File: src/rtl/xbar_rob_pkg.sv
// Shared constants and types for the xbar response reorder buffer.
package xbar_rob_pkg;

  localparam int NUM_CH     = 3;
  localparam int ROB_DEPTH  = 8;
  localparam int ROB_IDX_W  = 3;
  localparam int DATA_WIDTH = 128;
  localparam int CH_ID_W    = 2;

  typedef logic [ROB_IDX_W-1:0]  rob_idx_t;
  typedef logic [DATA_WIDTH-1:0] beat_t;

endpackage

File: src/rtl/xbar_rob_channel.sv
// One channel of the reorder buffer: slot storage, in-order release at head,
// and the credit pulse that follows each release.
module xbar_rob_channel
  import xbar_rob_pkg::*;
(
  input  logic     clk_i,
  input  logic     rst_ni,
  input  logic     wr_en_i,
  input  rob_idx_t wr_idx_i,
  input  beat_t    wr_data_i,
  output logic     slot_busy_o,
  output logic     rsp_valid_o,
  input  logic     rsp_ready_i,
  output rob_idx_t rsp_rob_num_o,
  output beat_t    rsp_data_o,
  output logic     credit_o
);

  logic [ROB_DEPTH-1:0] vld_q;
  logic [ROB_DEPTH-1:0] vld_d;
  beat_t                mem_q [ROB_DEPTH];
  rob_idx_t             head_q;
  logic                 release_w;

  assign slot_busy_o   = vld_q[wr_idx_i];
  assign rsp_valid_o   = vld_q[head_q];
  assign rsp_rob_num_o = head_q;
  assign rsp_data_o    = mem_q[head_q];
  assign release_w     = rsp_valid_o & rsp_ready_i;

  // A write only lands on an empty slot and a release only clears a full one,
  // so both updates can be applied in the same cycle without conflict.
  always_comb begin
    vld_d = vld_q;
    if (release_w) vld_d[head_q] = 1'b0;
    if (wr_en_i)   vld_d[wr_idx_i] = 1'b1;
  end

  always_ff @(posedge clk_i or negedge rst_ni) begin
    if (!rst_ni) begin
      vld_q    <= '0;
      head_q   <= '0;
      credit_o <= 1'b0;
    end else begin
      vld_q    <= vld_d;
      credit_o <= release_w;
      if (release_w) head_q <= head_q + 1'b1;
    end
  end

  // Payload storage carries no reset; its contents only matter while vld is set.
  always_ff @(posedge clk_i) begin
    if (wr_en_i) mem_q[wr_idx_i] <= wr_data_i;
  end

endmodule

File: src/rtl/xbar_rsp_rob.sv
// Per-channel response reorder buffer behind the SRAM controller xbar port:
// decodes the channel, muxes ready back and flags beats for unknown channels.
module xbar_rsp_rob
  import xbar_rob_pkg::*;
(
  input  logic                          clk_i,
  input  logic                          rst_ni,
  input  logic                          sc_xbar_valid_i,
  output logic                          sc_xbar_ready_o,
  input  logic [CH_ID_W-1:0]            sc_xbar_channel_id_i,
  input  logic [ROB_IDX_W-1:0]          sc_xbar_rob_num_i,
  input  logic [DATA_WIDTH-1:0]         sc_xbar_data_i,
  output logic [NUM_CH-1:0]             xbar_rsp_valid_o,
  input  logic [NUM_CH-1:0]             xbar_rsp_ready_i,
  output logic [NUM_CH*ROB_IDX_W-1:0]   xbar_rsp_rob_num_o,
  output logic [NUM_CH*DATA_WIDTH-1:0]  xbar_rsp_data_o,
  output logic [NUM_CH-1:0]             xbar_isu_credit_o,
  output logic                          rob_err_o
);

  logic [NUM_CH-1:0] ch_hit;
  logic [NUM_CH-1:0] slot_busy;
  logic [NUM_CH-1:0] wr_en;
  logic              ch_legal;

  for (genvar c = 0; c < NUM_CH; c++) begin : g_ch
    assign ch_hit[c] = (sc_xbar_channel_id_i == CH_ID_W'(c));
    assign wr_en[c]  = sc_xbar_valid_i & ch_hit[c] & ~slot_busy[c];

    xbar_rob_channel u_channel (
      .clk_i         (clk_i),
      .rst_ni        (rst_ni),
      .wr_en_i       (wr_en[c]),
      .wr_idx_i      (sc_xbar_rob_num_i),
      .wr_data_i     (sc_xbar_data_i),
      .slot_busy_o   (slot_busy[c]),
      .rsp_valid_o   (xbar_rsp_valid_o[c]),
      .rsp_ready_i   (xbar_rsp_ready_i[c]),
      .rsp_rob_num_o (xbar_rsp_rob_num_o[c*ROB_IDX_W +: ROB_IDX_W]),
      .rsp_data_o    (xbar_rsp_data_o[c*DATA_WIDTH +: DATA_WIDTH]),
      .credit_o      (xbar_isu_credit_o[c])
    );
  end

  assign ch_legal = |ch_hit;

  // Unknown channels are always accepted so the controller never wedges on them.
  always_comb begin
    sc_xbar_ready_o = 1'b1;
    for (int c = 0; c < NUM_CH; c++) begin
      if (ch_hit[c]) sc_xbar_ready_o = ~slot_busy[c];
    end
  end

  always_ff @(posedge clk_i or negedge rst_ni) begin
    if (!rst_ni) begin
      rob_err_o <= 1'b0;
    end else if (sc_xbar_valid_i && !ch_legal) begin
      rob_err_o <= 1'b1;
    end
  end

endmodule
File: config.mk
export PLATFORM = sky130hd
export DESIGN_NAME = xbar_rsp_rob
export DESIGN_NICKNAME = d
export VERILOG_FILES = /design/src/rtl/xbar_rob_pkg.sv /design/src/rtl/xbar_rob_channel.sv /design/src/rtl/xbar_rsp_rob.sv
export SDC_FILE = /design/constraint.sdc
export NUM_CORES = 2
export LEC_CHECK = 0
export CAP_MARGIN = 10
export CORE_AREA = 5 5 434 436
export CTS_BUF_LIST = sky130_fd_sc_hd__clkbuf_8
export CTS_CLUSTER_SIZE = 24
export DETAILED_ROUTE_END_ITERATION = 10
export DIE_AREA = 0 0 439 441
export PLACE_DENSITY = 0.94
export SYNTH_ARGS = -nofsm -noshare
export SYNTH_HDL_FRONTEND = slang
export SYNTH_HIERARCHICAL = 1
export SYNTH_SLANG_ARGS = --single-unit
File: constraint.sdc
create_clock -name clk_i -period 30.6 [get_ports clk_i]
set_clock_uncertainty 0.1 [all_clocks]
set_input_delay 6.12 -clock clk_i [delete_from_list [all_inputs] [get_ports clk_i]]
set_output_delay 6.12 -clock clk_i [all_outputs]
set_load 0.005 [all_outputs]
Yosys cells after proc, flatten, opt, wreduce, memory -nomap -nowiden. Memories as Yosys holds them, arrays and structs flattened. Cells that the tools add are included.

Bits in registers: 37. Bits in writable memories: 3072. Logic and storage cells: 90. Memories kept: 3.

$add $sub $neg: 3. Order comparisons: 8. Equality and inequality tests: 2. Mux-type cells: 35. Bitwise logic cells: 21. Reduce and logical (&&, ||, !) cells: 8.

Memories: g_ch[0].u_channel.mem_q (depth 8, bits a word 128, read ports 1, clocked after memory_dff 0, wr ports 1, RTL line xbar_rob_channel.sv:21) `beat_t mem_q [ROB_DEPTH];`; g_ch[1].u_channel.mem_q (depth 8, bits a word 128, read ports 1, clocked after memory_dff 0, wr ports 1, RTL line xbar_rob_channel.sv:21); g_ch[2].u_channel.mem_q (depth 8, bits a word 128, read ports 1, clocked after memory_dff 0, wr ports 1, RTL line xbar_rob_channel.sv:21).

Operators with widths (number): 2-to-1 mux 8 bit (6); bitwise AND 8 bit (3); NOT 8 bit (3); bitwise OR 8 bit (3); 2-to-1 mux 1 bit (19); binary-select mux 1 bit (select 3 bit) (6); less-than comparator 3 x 4 -> 1 bit (second input constant) (4); demux 1 bit (select 3 bit) (4); >= comparator 3 x 1 -> 1 bit (second input constant) (4); adder 3 x 1 -> 3 bit (second input constant) (3); bitwise AND 1 bit (9); logical AND 1 bit (5); NOT 1 bit (3); OR reduction 3 bit (1); == test 2 x 1 -> 1 bit (second input constant) (1); == test 2 bit (second input constant) (1); zero test 2 bit (1); zero test 1 bit (1).

Depth between registers and ports, before layout.
Word-level depth: 9. Gate-level depth with buffers: 8. Mapped depth without buffers: 7.

Modules after synthesis. Netlist, hierarchy kept.

Modules (own cells, without submodules): xbar_rob_channel (times used 3, cells an instance 1553, area an instance 39537.9 um2); xbar_rsp_rob (times used 1, cells an instance 9, area an instance 86.3 um2).

Least setup slack after synthesis. No wires, ideal clock.

Path kind: input port to flip-flop. Start: in sc_xbar_rob_num_i[0]. End: mem g_ch[0].u_channel/mem_q[4][0] (netlist name) (enable). Arrival: 16.376 ns. Required time: 29.721 ns. Path slack: 13.345 ns. Cell stages on the path: 6. Path buffers: 1. Path through: clkbuf_1 -> mux4_2 -> mux2_2 -> nor4b_1 -> nand2_1 -> nor3_1.

Longest elaborated chain between the ends: 6.

Ends and longest elaborated chain: from (decl) (RTL line xbar_rsp_rob.sv:11) `input logic [ROB_IDX_W-1:0] sc_xbar_rob_num_i,`; binary-select mux 1 bit (select 3 bit) (RTL line xbar_rob_channel.sv:25) `assign slot_busy_o = vld_q[wr_idx_i];`; 2-to-1 mux 1 bit (implied by the code) (RTL line xbar_rob_channel.sv:25); named net slot_busy[0] (RTL line xbar_rsp_rob.sv:22) `logic [NUM_CH-1:0] slot_busy;`; NOT 1 bit (RTL line xbar_rsp_rob.sv:28) `assign wr_en[c] = sc_xbar_valid_i & ch_hit[c] & ~slot_busy[c];`; bitwise AND 1 bit (RTL line xbar_rsp_rob.sv:28); named net wr_en[0] (RTL line xbar_rsp_rob.sv:23) `logic [NUM_CH-1:0] wr_en;`; 2-to-1 mux 1 bit (RTL line xbar_rob_channel.sv:53) `if (wr_en_i) mem_q[wr_idx_i] <= wr_data_i;`; 2-to-1 mux 1 bit (implied by the code) (RTL line xbar_rob_channel.sv:53); to (decl) (RTL line xbar_rob_channel.sv:21).

The timed path passes the listed nets, and every way through them passes these cells. The select of a mux whose other input is x is not followed.

Final worst setup path.
Start: in sc_xbar_rob_num_i[0]. End: out sc_xbar_ready_o.

Longest elaborated chain between the ends: 6.

Ends and longest elaborated chain: binary-select mux 1 bit (select 3 bit) (RTL line xbar_rob_channel.sv:25); 2-to-1 mux 1 bit (implied by the code) (RTL line xbar_rob_channel.sv:25); named net slot_busy[0] (RTL line xbar_rsp_rob.sv:22); NOT 1 bit (RTL line xbar_rsp_rob.sv:51) `if (ch_hit[c]) sc_xbar_ready_o = ~slot_busy[c];`; 2-to-1 mux 1 bit (3 in series) (RTL line xbar_rsp_rob.sv:51); to (decl) (RTL line xbar_rsp_rob.sv:9) `output logic sc_xbar_ready_o,`.

The timed path passes the listed nets, and every way through them passes these cells. The select of a mux whose other input is x is not followed.

==> metrics.yaml <==
outcome: "completed"
cp_common_cell: "clkdlybuf4s50_1"
cts_buffers: 470
tns_ns: 0
critPathLaunchType: "input port"
postCtsHoldBufs: 0
syn-num-nets: 4810
synth_compound_area_frac: 0.001855
overflow: 0
total_leakage_power_nw: 43.57
start_util: 0.6442
use_met3: 0.06385
synthMuxAreaShare: 0.1945
synth_async_sr_flop_share: 0.01190
synthCells: 4668
routed_wl_um: 308800
die_h_um: 441
core_area_um2: 184200
htree_num_levels: 5
power_mw: 11.57
reg2regPathDepth: 7
ys_seq_elements: 3109
synth.area.top_cells: "edfxtp_1, mux4_2, mux4_1"
synth_seq_area_share: 0.7850
grtUsageMet2: 0.5253
holdPathEnd: "rob_err_o$_DFFE_PN0P_"
post_cts_resized: 0
rows: 158
setup_viol: 0
fill_cells: 8987
reg2reg_slack_ns: 25.82
dpl.hpwl_um: 168500
grt_pass1_vias: 60030
synthXorXnorAreaFrac: 0.0004427
antenna_found_initial: 12
crit_slowest_cell: "clkdlybuf4s50_1"
switching_power_mw: 3.420
cts.path.max_buffers: 4
worst-setup-path-type: "input port to output port"
cp.arrival_ns: 9.53
p_sw_frac: 0.2956
drive_gt1_frac: 0.2626
post_cts_buffers: 0
cp-end-kind: "output port"
vias: 58310
r2r_start: "g_ch[0].u_channel/vld_q[7]$_DFF_PN0_"
clkPwrFrac: 0.266
hp-start: "rob_err_o$_DFFE_PN0P_"
hold_viol: 0
p_int_mw: 8.149
grt_use_total: 0.3203
gp_congestion: 0.7924
drv_cap: 0
io_buffers: 539
cpPeakStageDelay_ns: 1.26
synth_edf_count: 3072
busiest_layer: "met2"
postRouteAntennaNets: 0
wl_per_cell_um: 36.73
yosys.area.top_type: "edfxtp_1"
synthSimpleGateAreaFrac: 0.004522
clkSinkCount: 3109
fmax_ghz: 0.06351
slew_viol_final: 0
drc: 0
final_util: 0.7323
viasPerCell: 6.935
whs_path_depth: 1
clk_latency_ns: 1.11
synth.most_common_cell: "edfxtp_1"
power_density_nw_per_um2: 85.74
path_clk_slew_ns: 0.07
grt_pass1_wl_um: 435500
grt_max_degree: 131
drt_pass1_iterations: 6
hold_class: "flop to flop"
post-route-period-util: 0.5146
p_comb_frac: 0.309
area_delta_synth_final_pct: 13.67
use_met1: 0.4018
vdd_drop_max_v: 0.00007943
drt-initial-drc-count: 8419
synth-adder-area-share: 0.0003162
post-route-min-period_ns: 15.75
worst_pin_slew_ns: 1.318
avgSynthCellArea_um2: 25.43
yosys_warnings: 6
cts_root_buf: "clkbuf_8"
cts_tree: "yes"
reg2reg_to: "g_ch[0].u_channel/mem_q[1][73]$_DFFE_PP_"
synth_top_area_frac: 0.7772
synth_area_um2: 118700
nets: 5702
ys.flop_type: "edfxtp_1"
die_area_um2: 193600
die_w_um: 439
crit_path_max_fanout: 21
synth.distinct_cells: 29
pin_count: 540
seq_power_share: 0.425
path_cells: "clkdlybuf4s50_1 -> mux4_2 -> mux2_2 -> mux2i_1 -> o22a_1 -> clkdlybuf4s50_1"
slew_headroom: 0.1212
rsz0062_at_grt: "no"
synthTopCellsByCount: "edfxtp_1, mux4_2, mux2_2"
synth_top_family_by_area: "multiplexers"
cp.required_ns: 24.38
==> flip-flops by register name (all words and copies together), names as in the netlist <==
register,count
g_ch.u_channel/rsp_rob_num_o,9
g_ch.u_channel/vld_q,24
g_ch.u_channel/mem_q,3072
g_ch.u_channel/credit_o,3
rob_err_o,1
==> final cells by class <==
cell class	instances	area, um2	share of cell area
Clock buffer	478	6579	0.04876
Multi-Input combinational cell	1331	24100	0.1786
Sequential cell	3109	93210	0.6908
Timing Repair Buffer	648	6259	0.04639
Clock inverter	349	1642	0.01217
Tap cell	2480	3103	0.02300
Antenna cell	12	30.03	0.0002226
==> stage by stage <==
| step | instances | hold slack [ns] | cell area (um2) | setup WS (ns) |
|---|---|---|---|---|
| floorplan | 4668 | 0.3663 | 118700 | 13.35 |
| global placement | 7568 | 0.3506 | 126700 | 15.25 |
| detailed placement | 7568 | 0.3764 | 126700 | 15.12 |
| CTS | 8395 | 0.3774 | 134900 | 14.98 |
| global route | 8407 | 0.4047 | 134900 | 14.81 |
| finish | 8407 | 0.3764 | 134900 | 14.85 |
==> metal layers <==
layer / up-vias / wire, um
met3: 1052 / 34120
met5: - / 0
met1: 29860 / 96980
met2: 5163 / 155400
met4: 0 / 22290
li1: 22240 / -
==> power groups by stage <==
stage	Sequential [mW]	Combinational, mW	Clock [mW]
2_1_floorplan	4.87	2.05	0
3_3_place_gp	4.99	3.37	0
3_5_place_dp	5.00	3.49	0
4_1_cts	4.92	3.56	3.11
5_1_grt	4.92	3.67	3.33
6_report	4.92	3.57	3.08
==> how the worst max path moves through the flow <==
stage                               from                                      end  slack (ns)  depth (start not counted)
floorplan           sc_xbar_rob_num_i[0]  g_ch[0].u_channel/mem_q[4][0]$_DFFE_PP_       13.35                          6
global route        sc_xbar_rob_num_i[0]                          sc_xbar_ready_o       14.81                          6
CTS                 sc_xbar_rob_num_i[0]                          sc_xbar_ready_o       14.98                          6
global placement    sc_xbar_rob_num_i[0]                          sc_xbar_ready_o       15.25                          6
finish              sc_xbar_rob_num_i[0]                          sc_xbar_ready_o       14.85                          6
detailed placement  sc_xbar_rob_num_i[0]                          sc_xbar_ready_o       15.12                          6
==> cells by family (layout without fill, tap and decap cells) <==
kind of cell,after synthesis,count (layout)
AOI/OAI and AO/OA,38,38
xor gates and xnor gates,6,6
adders and majority gates,3,3
buffers and inverters,228,1475
DFF,3109,3109
muxes,1177,1177
other,0,12
and+or+nand+nor,107,107
==> cell usage in the layout, fill, tap and decap left out, drive strengths merged, types with 3 or more instances in the layout <==
cell	count
xnor2	3
ha	3
o22ai	6
edfxtp	3072
mux2	390
clkbuf	478
o21a	3
xor2	3
a21oi	24
mux2i	13
nor3b	12
o211ai	3
clkdlybuf4s50	538
nand2b	15
nor2	42
nand2	11
bufinv	8
clkinv	154
diode	12
nor3	19
buf	110
inv	186
dfrtp	37
mux4	774
or2	6
==> worst max-delay path, delay by kind of cell <==
| kind | cells | cell delay, ns |
|---|---|---|
| buffers and inverters | 2 | 1.81 |
| AOI/OAI and AO/OA | 1 | 0.30 |
| muxes | 3 | 1.29 |
Note: power is estimated with default switching activity, not from simulation.
